### src/rtl/fp_norm_pipe.sv
// Two-stage leading-one normaliser for the FP add/sub mantissa sum (coarse shift, then fine shift).
// Optional exponent adjust/underflow path is built only when NORM_EXP_ADJ_EN is defined.
module fp_norm_pipe #(
    parameter int WIDTH     = 33,
    parameter int MAX_SHIFT = 26,
    parameter int FINE_W    = 4,
    parameter int EXP_W     = 8,
    localparam int SHIFT_W  = $clog2(MAX_SHIFT + 1)
) (
    input  logic               CLK,
    input  logic               RST,
    input  logic               in_valid,
    output logic               in_ready,
    input  logic [WIDTH-1:0]   in_sum,
`ifdef NORM_EXP_ADJ_EN
    input  logic [EXP_W-1:0]   in_exp,
`endif
    output logic               out_valid,
    input  logic               out_ready,
    output logic [WIDTH-1:0]   out_mant,
    output logic [SHIFT_W-1:0] out_shift,
    output logic               out_zero
`ifdef NORM_EXP_ADJ_EN
    ,
    output logic [EXP_W-1:0]   out_exp,
    output logic               out_uflow
`endif
);

    localparam logic [SHIFT_W-1:0] SHIFT_SAT = SHIFT_W'(MAX_SHIFT);
    localparam logic [SHIFT_W-1:0] FINE_MASK = SHIFT_W'((1 << FINE_W) - 1);

    if (MAX_SHIFT >= WIDTH || FINE_W < 1 || EXP_W < 1) begin : g_cfg_err
        $error("fp_norm_pipe: illegal parameter combination");
    end

    // Leading-zero count from the MSB, saturated; the highest set bit wins.
    function automatic logic [SHIFT_W-1:0] calc_shift(input logic [WIDTH-1:0] v);
        logic [SHIFT_W-1:0] s;
        logic               found;
        s     = SHIFT_SAT;
        found = 1'b0;
        for (int i = 0; i < MAX_SHIFT; i++) begin
            if (!found && v[WIDTH-1-i]) begin
                s     = SHIFT_W'(i);
                found = 1'b1;
            end else begin
                found = found;
            end
        end
        return s;
    endfunction

    logic               s1_valid_q, s1_valid_d;
    logic [WIDTH-1:0]   s1_mant_q, s1_mant_d;
    logic [SHIFT_W-1:0] s1_shift_q, s1_shift_d;
    logic               s1_zero_q, s1_zero_d;
    logic               s2_valid_q, s2_valid_d;
    logic [WIDTH-1:0]   s2_mant_q, s2_mant_d;
    logic [SHIFT_W-1:0] s2_shift_q, s2_shift_d;
    logic               s2_zero_q, s2_zero_d;
    logic               s1_adv_s, s2_adv_s;
    logic [SHIFT_W-1:0] in_shift_s;

    // Per-stage advance: a stage moves when it is empty or its successor moves.
    always_comb begin
        s2_adv_s   = !s2_valid_q || out_ready;
        s1_adv_s   = !s1_valid_q || s2_adv_s;
        in_shift_s = calc_shift(in_sum);
    end

    assign in_ready = s1_adv_s;

    // Stage 1: shift by the coarse part (low FINE_W bits of the shift cleared).
    always_comb begin
        s1_valid_d = s1_valid_q;
        s1_mant_d  = s1_mant_q;
        s1_shift_d = s1_shift_q;
        s1_zero_d  = s1_zero_q;
        if (s1_adv_s) begin
            s1_valid_d = in_valid;
            if (in_valid) begin
                s1_shift_d = in_shift_s;
                s1_zero_d  = (in_sum == {WIDTH{1'b0}});
                s1_mant_d  = in_sum << (in_shift_s & ~FINE_MASK);
            end else begin
                s1_shift_d = s1_shift_q;
            end
        end else begin
            s1_valid_d = s1_valid_q;
        end
    end

    // Stage 2: finish with the fine part of the shift.
    always_comb begin
        s2_valid_d = s2_valid_q;
        s2_mant_d  = s2_mant_q;
        s2_shift_d = s2_shift_q;
        s2_zero_d  = s2_zero_q;
        if (s2_adv_s) begin
            s2_valid_d = s1_valid_q;
            if (s1_valid_q) begin
                s2_mant_d  = s1_mant_q << (s1_shift_q & FINE_MASK);
                s2_shift_d = s1_shift_q;
                s2_zero_d  = s1_zero_q;
            end else begin
                s2_shift_d = s2_shift_q;
            end
        end else begin
            s2_valid_d = s2_valid_q;
        end
    end

    // Pipeline registers with synchronous reset discarding in-flight data.
    always_ff @(posedge CLK) begin
        if (RST) begin
            s1_valid_q <= 1'b0;
            s1_mant_q  <= '0;
            s1_shift_q <= '0;
            s1_zero_q  <= 1'b0;
            s2_valid_q <= 1'b0;
            s2_mant_q  <= '0;
            s2_shift_q <= '0;
            s2_zero_q  <= 1'b0;
        end else begin
            s1_valid_q <= s1_valid_d;
            s1_mant_q  <= s1_mant_d;
            s1_shift_q <= s1_shift_d;
            s1_zero_q  <= s1_zero_d;
            s2_valid_q <= s2_valid_d;
            s2_mant_q  <= s2_mant_d;
            s2_shift_q <= s2_shift_d;
            s2_zero_q  <= s2_zero_d;
        end
    end

    assign out_valid = s2_valid_q;
    assign out_mant  = s2_mant_q;
    assign out_shift = s2_shift_q;
    assign out_zero  = s2_zero_q;

`ifdef NORM_EXP_ADJ_EN
    localparam int CMP_W = ((EXP_W > SHIFT_W) ? EXP_W : SHIFT_W) + 1;

    logic [EXP_W-1:0] s1_exp_q, s1_exp_d;
    logic [EXP_W-1:0] s2_exp_q, s2_exp_d;
    logic             s2_uflow_q, s2_uflow_d;
    logic [CMP_W-1:0] exp_diff_s;

    // Exponent follows the data; stage 2 subtracts the shift, clamping at zero.
    always_comb begin
        s1_exp_d   = s1_exp_q;
        s2_exp_d   = s2_exp_q;
        s2_uflow_d = s2_uflow_q;
        exp_diff_s = CMP_W'(s1_exp_q) - CMP_W'(s1_shift_q);
        if (s1_adv_s && in_valid) begin
            s1_exp_d = in_exp;
        end else begin
            s1_exp_d = s1_exp_q;
        end
        if (s2_adv_s && s1_valid_q) begin
            if (s1_zero_q) begin
                s2_exp_d   = '0;
                s2_uflow_d = 1'b0;
            end else if (exp_diff_s[CMP_W-1]) begin
                s2_exp_d   = '0;
                s2_uflow_d = 1'b1;
            end else begin
                s2_exp_d   = exp_diff_s[EXP_W-1:0];
                s2_uflow_d = 1'b0;
            end
        end else begin
            s2_exp_d = s2_exp_q;
        end
    end

    // Exponent pipeline registers.
    always_ff @(posedge CLK) begin
        if (RST) begin
            s1_exp_q   <= '0;
            s2_exp_q   <= '0;
            s2_uflow_q <= 1'b0;
        end else begin
            s1_exp_q   <= s1_exp_d;
            s2_exp_q   <= s2_exp_d;
            s2_uflow_q <= s2_uflow_d;
        end
    end

    assign out_exp   = s2_exp_q;
    assign out_uflow = s2_uflow_q;
`endif

endmodule

### config.mk
export PLATFORM = sky130hd
export DESIGN_NAME = fp_norm_pipe
export DESIGN_NICKNAME = d
export VERILOG_FILES = /design/src/rtl/fp_norm_pipe.sv
export SDC_FILE = /design/constraint.sdc
export NUM_CORES = 1
export LEC_CHECK = 0
export ABC_AREA = 1
export BUFFER_PORTS_ARGS = -buffer_cell sky130_fd_sc_hd__buf_2
export CORE_MARGIN = 2
export CORE_UTILIZATION = 63
export CTS_BUF_LIST = sky130_fd_sc_hd__clkbuf_2
export DETAILED_ROUTE_END_ITERATION = 6
export PLACE_DENSITY_LB_ADDON = 0.1
export SLEW_MARGIN = 20
export SYNTH_ARGS = -nofsm -noshare
export SYNTH_HDL_FRONTEND = slang
export SYNTH_SLANG_ARGS = --single-unit
### constraint.sdc
create_clock -name CLK -period 2.5 [get_ports CLK]
set_clock_uncertainty 0.05 [all_clocks]
set_input_delay 0.5 -clock CLK [delete_from_list [all_inputs] [get_ports CLK]]
set_output_delay 0.5 -clock CLK [all_outputs]
set_load 0.03 [all_outputs]
==> flow_summary.toml <==
[power_and_ir_drop]
total_power_uw = 2660
p_leak_uw = 0.00257
vdd.ir_drop.worst_mv = 0.307
p_per_area_nw_per_um2 = 504

[clock_tree]
cts-root-buf = "clkbuf_2"
numCtsBuffers = 9
clk_latency_ps = 540
htree_levels = 3
clockBufferDepth = 2
clk_transition_reported_paths_ps = 240
cts_hold_buf = 0
tritoncts = "yes"
clkSinkCount = 80
post_cts_buffers = 0
cts_resized = 0

[sta]
finalSetupViolCount = 0
period_share_pct = 87.3
min_period_ps = 2180
slew_viol_final = 0
hold_viol_final = 0
tns_ps = 0
slew_headroom_pct = 43.3
worst_pin_slew_ps = 850
rsz0062_at_grt = "no"
fmax_ghz = 0.458

[die]
die_w_um = 91.2
rows = 31
core_sq_um = 7290
die_area_sq_um = 8320
num_io_pins = 78
start_util_pct = 65.7
die_y_um = 91.2

[synthesis]
syn_avg_cell_area_sq_um = 6.28
synth_edf_count = 0
ys_ff_latch = 80
synth_top_area_share_pct = 33.4
postSynth.asyncResetShare_pct = 0
yosysWarningCount = 0
ys_seq_area_share_pct = 33.4
netlist_instances = 763
ys_top_cells_by_area = "dfxtp_1, nand2_1, nand3_1"
syn-num-nets = 800
syn_area_sq_um = 4790
synth_cell_types = 38
netlist.top_cell.by_area = "dfxtp_1"
synth_ff_type = "dfxtp_1"

[critical_path]
path_max_fanout = 33
arrival_ps = 2600
critPathLaunchType = "register"
required_ps = 2910
crit_path_end_kind = "register"
crit_type = "register to register"
slowest_stage = "dfxtp_1"
crit_chain = "inv_2 > o21ai_1 > o21ai_1 > mux2i_1 > nand2_1 > nand3_1 > nand2_1 > inv_1"
cp_slowest_stage_delay_ps = 570

[place]
gp_congestion = 0.959
placedCellCount = 904
io_buffers = 77
hpwl_mm = 10.7

[worst_hold_path]
hold_path.class = "input pin to register"

[layout]
area_growth_pct = 10.2
seqCellArea_sq_um = 1600
num-nets-final = 853
layoutNonFillerInstCount = 919
drive_gt1_share_pct = 18.2
multi_input_area_sq_um = 2700
fillers = 657
antenna_cells = 0

[drt]
viasPerCell = 5.75
ant_nets = 0
routed_wl_mm = 13.9
dr_total_vias = 5286
dr.pass1.iters = 5
drt_iter0_drc = 452
route.detailed.drc = 0
wire_per_inst_um = 15.1

[grt]
grt_overflow = 0
grt_pass1_wl_mm = 23.0
grt_max_degree = 52
grt_pass1_vias = 4856
grt_usage_pct = 34.1
antenna_found_initial = 0

[job]
maxCapViolations = 0

[status]
outcome = "complete, no violations"
==> state kept, by name, summed over array words and instances, names as in the netlist <==
| signal | flops |
|---|---|
| s1_zero_q | 1 |
| out_zero | 1 |
| s1_shift_q | 5 |
| out_shift | 5 |
| out_valid | 1 |
| s1_mant_q | 33 |
| s1_valid_q | 1 |
| out_mant | 33 |
==> cell type report <==
class                   count  area share (%)
clock inverters             6            1.16
well taps                  99            2.35
multi-input cells         562            51.1
repair buffers             88            8.86
inverters                  75            5.33
clock buffers               9           0.853
flip-flops and latches     80            30.3
==> cell usage after synthesis (all sizes together), types with 4 or more instances <==
| cell | n |
|---|---|
| mux2i | 7 |
| nand3 | 74 |
| nor3 | 5 |
| dfxtp | 80 |
| nand2 | 267 |
| clkbuf | 25 |
| a22oi | 5 |
| inv | 73 |
| o21ai | 73 |
| nor2 | 41 |
| a21oi | 65 |
| buf | 21 |
| o211ai | 4 |
| nand4 | 8 |
==> through the flow <==
stage	utilization, %	setup slack (ps)	hold WS (ps)	cell area (sq um)
floorplan	-	719	392	4790
global placement	70.9	388	398	5170
detailed placement	70.9	289	403	5170
CTS	72.4	376	139	5280
global route	72.4	200	152	5280
finish	72.4	316	157	5280
==> cells by family (layout without fill, tap and decap cells) <==
family | count (synthesis) | after routing | synth area share (%)
mux | 7 | 7 | 1.46
simple gates | 400 | 400 | 36.3
compound gates | 155 | 155 | 18.6
flops | 80 | 80 | 33.4
buf+inv | 121 | 178 | 10.3
==> worst paths after layout <==
check	from	endpoint	slack, ps	cells past startpoint
worst min-delay path	in_sum[5]	s1_mant_q[5]$_SDFFE_PP0P_	160	3
worst min register to register	s1_mant_q[32]$_SDFFE_PP0P_	s1_mant_q[32]$_SDFFE_PP0P_	430	2
worst max-delay path	s1_shift_q[0]$_SDFFE_PP0P_	out_mant[14]$_SDFFE_PP0P_	320	8
worst max register to register	s1_shift_q[0]$_SDFFE_PP0P_	out_mant[14]$_SDFFE_PP0P_	320	8
==> report_power, final <==
part / switching [uW] / total (uW) / leakage (uW) / internal [uW]
logic: 412 / 590 / 0.00184 / 178
registers: 45.0 / 1380 / 0.000654 / 1340
clock network: 462 / 684 / 0.0000691 / 223
==> critical path: cells and delay by family, from the launching register on <==
kind	cells	cell delay, ps
compound gates	2	470
flops	1	570
simple gates	3	230
buf+inv	2	400
mux	1	410
==> routing by layer <==
layer	global-route usage [%]	share of wire [%]	up-vias
li1	-	-	2586
met1	43.5	42	2415
met2	58.3	48	240
met3	4.81	6.7	45
met4	13.1	3.3	0
met5	0	0	-
==> cells in the final DEF, fill, tap and decap left out, drive strengths merged, types with 8 or more instances in the layout <==
cell and n:
nor2 41, nand3 74, clkbuf 9, buf 88
nand4 8, a21oi 65, inv 73, nand2 267
dfxtp 80, o21ai 73
(Power assumes the default switching activity.)
